--- src/rtl/regfile_nport_if.sv ---
// Register-file port bundle: one write port, NRD flattened read ports, PC alias and PC-write notification.
interface regfile_nport_if #(
    parameter int unsigned WIDTH = 32,
    parameter int unsigned DEPTH = 16,
    parameter int unsigned NRD   = 3
);
    localparam int unsigned AW = $clog2(DEPTH);

    logic                 we;
    logic [AW-1:0]        waddr;
    logic [WIDTH-1:0]     wdata;
    logic [NRD*AW-1:0]    ra;
    logic                 rd_en;
    logic [WIDTH-1:0]     pc_in;
    logic [NRD*WIDTH-1:0] rd;
    logic                 rd_valid;
    logic                 pc_wr;
    logic [WIDTH-1:0]     pc_wdata;

    modport master (
        output we, waddr, wdata, ra, rd_en, pc_in,
        input  rd, rd_valid, pc_wr, pc_wdata
    );

    modport slave (
        input  we, waddr, wdata, ra, rd_en, pc_in,
        output rd, rd_valid, pc_wr, pc_wdata
    );
endinterface

--- src/rtl/regfile_nport.sv ---
// N-read / 1-write register file with registered read data and a PC-aliased top address.
// Define REGFILE_BYPASS_EN for write-through forwarding; default is read-before-write.
module regfile_nport #(
    parameter int unsigned WIDTH = 32,
    parameter int unsigned DEPTH = 16,
    parameter int unsigned NRD   = 3
) (
    input  logic            clk,
    input  logic            rst_n,
    regfile_nport_if.slave  bus
);
    localparam int unsigned AW      = $clog2(DEPTH);
    localparam logic [AW-1:0] PC_ADDR = AW'(DEPTH - 1);

    // Entry DEPTH-1 is never written, so it stays at its reset value and is trimmed.
    logic [WIDTH-1:0]     regs [DEPTH];
    logic [NRD*WIDTH-1:0] rd_next_c;
    logic                 wr_store_c;
    logic                 wr_pc_c;

    assign wr_store_c = bus.we && (bus.waddr != PC_ADDR);
    assign wr_pc_c    = bus.we && (bus.waddr == PC_ADDR);

    always_ff @(posedge clk or negedge rst_n) begin
        if (!rst_n) begin
            for (int j = 0; j < int'(DEPTH); j++) begin
                regs[j] <= '0;
            end
        end else if (wr_store_c) begin
            regs[bus.waddr] <= bus.wdata;
        end
    end

    for (genvar i = 0; i < int'(NRD); i++) begin : g_port
        logic [AW-1:0]    addr_c;
        logic [WIDTH-1:0] sel_c;

        assign addr_c = bus.ra[i*AW +: AW];

        always_comb begin
            sel_c = '0;
            if (addr_c == PC_ADDR) begin
                sel_c = bus.pc_in;
            end else begin
                sel_c = regs[addr_c];
`ifdef REGFILE_BYPASS_EN
                if (wr_store_c && (bus.waddr == addr_c)) begin
                    sel_c = bus.wdata;
                end
`endif
            end
        end

        assign rd_next_c[i*WIDTH +: WIDTH] = sel_c;
    end

    // Read capture; rd_en low holds the previous data.
    always_ff @(posedge clk or negedge rst_n) begin
        if (!rst_n) begin
            bus.rd       <= '0;
            bus.rd_valid <= 1'b0;
        end else begin
            bus.rd_valid <= bus.rd_en;
            if (bus.rd_en) begin
                bus.rd <= rd_next_c;
            end
        end
    end

    // Writes to the PC alias are handed off to the fetch logic as a one-cycle pulse.
    always_ff @(posedge clk or negedge rst_n) begin
        if (!rst_n) begin
            bus.pc_wr    <= 1'b0;
            bus.pc_wdata <= '0;
        end else begin
            bus.pc_wr <= wr_pc_c;
            if (wr_pc_c) begin
                bus.pc_wdata <= bus.wdata;
            end
        end
    end
endmodule

--- src/flat_wrapper.sv ---
// flat-port wrapper written by rule: the top's interface ports become plain ports
module regfile_nport_flat 
#(
    parameter int unsigned WIDTH = 32,
    parameter int unsigned DEPTH = 16,
    parameter int unsigned NRD   = 3
)
  (clk, rst_n, bus_we, bus_waddr, bus_wdata, bus_ra, bus_rd_en, bus_pc_in, bus_rd, bus_rd_valid, bus_pc_wr, bus_pc_wdata);
  regfile_nport_if #(.WIDTH(WIDTH), .DEPTH(DEPTH), .NRD(NRD)) bus_i ();
  input  logic clk;
  input  logic rst_n;
  input wire logic [$bits(bus_i.we)-1:0] bus_we;
  input wire logic [$bits(bus_i.waddr)-1:0] bus_waddr;
  input wire logic [$bits(bus_i.wdata)-1:0] bus_wdata;
  input wire logic [$bits(bus_i.ra)-1:0] bus_ra;
  input wire logic [$bits(bus_i.rd_en)-1:0] bus_rd_en;
  input wire logic [$bits(bus_i.pc_in)-1:0] bus_pc_in;
  output wire logic [$bits(bus_i.rd)-1:0] bus_rd;
  output wire logic [$bits(bus_i.rd_valid)-1:0] bus_rd_valid;
  output wire logic [$bits(bus_i.pc_wr)-1:0] bus_pc_wr;
  output wire logic [$bits(bus_i.pc_wdata)-1:0] bus_pc_wdata;
  assign bus_i.we = bus_we;
  assign bus_i.waddr = bus_waddr;
  assign bus_i.wdata = bus_wdata;
  assign bus_i.ra = bus_ra;
  assign bus_i.rd_en = bus_rd_en;
  assign bus_i.pc_in = bus_pc_in;
  assign bus_rd = bus_i.rd;
  assign bus_rd_valid = bus_i.rd_valid;
  assign bus_pc_wr = bus_i.pc_wr;
  assign bus_pc_wdata = bus_i.pc_wdata;
  regfile_nport #(.WIDTH(WIDTH), .DEPTH(DEPTH), .NRD(NRD)) u_core (.clk(clk), .rst_n(rst_n), .bus(bus_i));
endmodule
--- config.mk ---
export PLATFORM = sky130hd
export DESIGN_NAME = regfile_nport_flat
export DESIGN_NICKNAME = d
export VERILOG_FILES = /design/src/rtl/regfile_nport_if.sv /design/src/rtl/regfile_nport.sv /design/src/flat_wrapper.sv
export SDC_FILE = /design/constraint.sdc
export NUM_CORES = 1
export LEC_CHECK = 0
export CAP_MARGIN = 0
export CORE_MARGIN = 3
export CORE_UTILIZATION = 60
export CTS_CLUSTER_DIAMETER = 100
export CTS_CLUSTER_SIZE = 14
export DETAILED_ROUTE_END_ITERATION = 7
export PLACE_DENSITY_LB_ADDON = 0.05
export SLEW_MARGIN = 20
export SYNTH_ARGS = -nofsm -noshare
export SYNTH_HDL_FRONTEND = slang
export SYNTH_SLANG_ARGS = --single-unit
--- constraint.sdc ---
create_clock -name clk -period 4 [get_ports clk]
set_clock_uncertainty 0.1 [all_clocks]
set_input_delay 0.6 -clock clk [delete_from_list [all_inputs] [get_ports clk]]
set_output_delay 0.6 -clock clk [all_outputs]
set_load 0.1 [all_outputs]
==> results.sh <==
export IMPL_status="finished clean"
export IMPL_hpwl_um=69100
export IMPL_core_area_um2=59100
export IMPL_ff2ff_path_depth=4
export IMPL_hold_class="in -> reg"
export IMPL_peakVddDrop_uv=453
export IMPL_worstReg2RegStart="u_core.regs[57]$_DFFE_PN0P_"
export IMPL_wl_per_cell_um=33.8
export IMPL_start_util_pct=60.8
export IMPL_clkLatencyLatePin_ps=610
export IMPL_critPathBufInv=1
export IMPL_synth_simple_area_share_pct=2.71
export IMPL_synth_compound_area_share_pct=9.45
export IMPL_worstPathCellList="clkdlybuf4s50_1"
export IMPL_first_iter_violations=3337
export IMPL_syn_instance_count=2704
export IMPL_syn_area_per_cell_um2=13.3
export IMPL_routed_via_density=7.51
export IMPL_place_congestion=0.890
export IMPL_slew_headroom_pct=32.1
export IMPL_ys_seq_area_share_pct=44.7
export IMPL_cp_end_kind="primary output"
export IMPL_postRouteAntennaNets=0
export IMPL_nets=2830
export IMPL_whs_ps=228
export IMPL_cts_sinks=642
export IMPL_clkTransAtPathRegs_ps=70
export IMPL_hold_start="bus_rd_en"
export IMPL_drive_above_1_share_pct=38.6
export IMPL_final_area_um2=40200
export IMPL_power_density_nw_per_um2=525
export IMPL_critPathLaunchType="flop"
export IMPL_grt_start_max_net_pins=153
export IMPL_synth_edf_count=0
export IMPL_die_w_um=251
export IMPL_place_area_um2=38800
export IMPL_die_area_um2=62900
export IMPL_slowest_stage="clkdlybuf4s50_1"
export IMPL_nFillCells=4147
export IMPL_min_path_cells=2
export IMPL_grt_usage_pct=37.9
export IMPL_firstDrtPassIters=6
export IMPL_r2r_slack_ps=1980
export IMPL_io_buffers=213
export IMPL_post_cts_buffers=0
export IMPL_synth_distinct_cells=32
export IMPL_async_flop_share_pct=100
export IMPL_cts_root_buf="clkbuf_16"
export IMPL_clock_path_buffers=3
export IMPL_worstPathRequired_ps=3300
export IMPL_wirelength_um=119000
export IMPL_leakage_nw=16.8
export IMPL_grt_pass1_wl_um=177000
export IMPL_cp_top_family="buffers and inverters"
export IMPL_setup_tns_ps=0
export IMPL_finalSetupViolCount=0
export IMPL_row_count=89
export IMPL_drc=0
export IMPL_hold_viol=0
export IMPL_overflow=0
export IMPL_syn_nets=2788
export IMPL_critical_path_class="reg -> out"
export IMPL_rr_endpoint="u_core.bus.rd[89]$_DFFE_PN0P_"
export IMPL_tritoncts="built"
export IMPL_synthAdderAreaFrac_pct=0
export IMPL_cp_depth=1
export IMPL_crit_arrival_ps=2260
export IMPL_grt_pass1_vias=27130
export IMPL_min_period_over_period_pct=73.9
export IMPL_syn_area_um2=36000
export IMPL_synthMuxAreaShare_pct=38.9
export IMPL_synth_xor_area_share_pct=0
export IMPL_rsz0062_at_grt="no"
export IMPL_synth_ff_type="dfrtp_1"
export IMPL_final_max_slew_viol_count=0
export IMPL_max_stage_delay_ps=1180
export IMPL_synth_top_family_by_area="multiplexers"
export IMPL_ys_warn_count=0
export IMPL_num_io_pins=214
export IMPL_die_y_um=251
export IMPL_fmax_ghz=0.338
export IMPL_htree_levels=2
export IMPL_antenna_found_initial=1
export IMPL_synth_seq_cells=642
export IMPL_cts_buffers_inserted=51
export IMPL_fin_crit_ps=2960
export IMPL_whs_endpoint="u_core.bus.rd[52]$_DFFE_PN0P_"
export IMPL_crit_path_max_fanout=2
export IMPL_max_cap_viol_count=0
export IMPL_worst_pin_slew_ps=1020
export IMPL_routed_via_count=26451
export IMPL_areaGrowthSynthToFinish_pct=11.8
## metal layers
layer  part of all wire, %  global-route usage, %  vias up
li1                      -                      -    10495
met1                    39                   52.7    13763
met2                    45                   57.7     1801
met3                    11                   8.55      392
met4                   4.8                   16.8        0
met5                     0                      0        -
## per-stage QoR
stage / std cells / setup slack, ps / total power (W) / util, %
6_report: 3522 / 1040 / 0.0211 / 68.0
5_1_grt: 3520 / 987 / 0.0219 / 68.0
4_1_cts: 3520 / 1040 / 0.0211 / 68.0
3_5_place_dp: 3465 / 897 / 0.0164 / 65.7
3_3_place_gp: 3465 / 927 / 0.0162 / 65.7
2_1_floorplan: 2704 / 1840 / 0.0143 / -
## sequential cells by signal, summed over array words and instances (netlist names)
name,count
u_core.bus.pc_wdata,32
u_core.bus.rd_valid,1
u_core.bus.rd,96
u_core.regs,512
u_core.bus.pc_wr,1
## Yosys cell counts (33+ instances only)
cell	n	area, um2
mux2_2	611	6880
o22ai_1	97	607
o221ai_1	63	552
clkbuf_1	166	623
o21ai_0	33	165
mux2i_1	247	2470
mux4_2	197	4440
nand2_1	52	195
o221a_2	63	709
buf_2	104	521
inv_1	34	128
dfrtp_1	642	16100
nor2_1	42	158
nand3_1	49	245
nand2b_1	41	257
## area by class of cell
type                    count  area [um2]  share of cell area, %
multi-input cells        1716       18500                   46.0
repair buffers            301        3220                   8.00
well taps                 773         967                   2.41
clock buffers              54        1340                   3.33
flip-flops and latches    642       16100                   40.0
diodes                      2        5.00                 0.0124
inverters                  34         128                  0.317
## cell usage in the layout, fill, tap and decap left out, types with 33 or more instances in the layout
cell type	Yosys	layout
inv_1	34	33
nand2b_1	41	34
clkbuf_16	0	53
dfrtp_1	642	642
buf_12	0	35
mux2_2	611	611
nand3_1	49	47
nand2_1	52	50
mux2i_1	247	247
mux4_2	197	197
o221ai_1	63	63
nor2_1	42	33
buf_4	14	54
o21ai_0	33	33
o221a_2	63	63
o22ai_1	97	97
clkdlybuf4s50_1	0	200
## kinds of logic after synthesis
family                 after synthesis
buffers and inverters              346
DFF                                642
and+or+nand+nor                    202
muxes                             1071
AOI/OAI and AO/OA                  443
## worst max-delay path by stage
stage                                        startpoint                            end  slack (ps)
final                     u_core.bus.rd[95]$_DFFE_PN0P_                     bus_rd[95]        1040
after global routing      u_core.bus.rd[95]$_DFFE_PN0P_                     bus_rd[95]         990
after floorplan                               bus_ra[0]  u_core.bus.rd[11]$_DFFE_PN0P_        1840
after detailed placement                   bus_waddr[2]   u_core.regs[155]$_DFFE_PN0P_         900
after global placement                     bus_waddr[2]   u_core.regs[130]$_DFFE_PN0P_         930
after CTS                 u_core.bus.rd[95]$_DFFE_PN0P_                     bus_rd[95]        1040
## power by group
group,total (W),internal (W),switching (W),leakage [nW]
clock network,0.00468,0.00234,0.00234,0.660
registers,0.00930,0.00788,0.00142,7.95
logic,0.00715,0.00319,0.00396,8.21
## what timing repair did
| action | in CTS | in global routing |
|---|---|---|
| gates resized for setup | 0 | 0 |
| hold buffers | 1 | 0 |
| endpoints found under the hold margin | 81 | 0 |
Power figures use the tool's default switching activity.
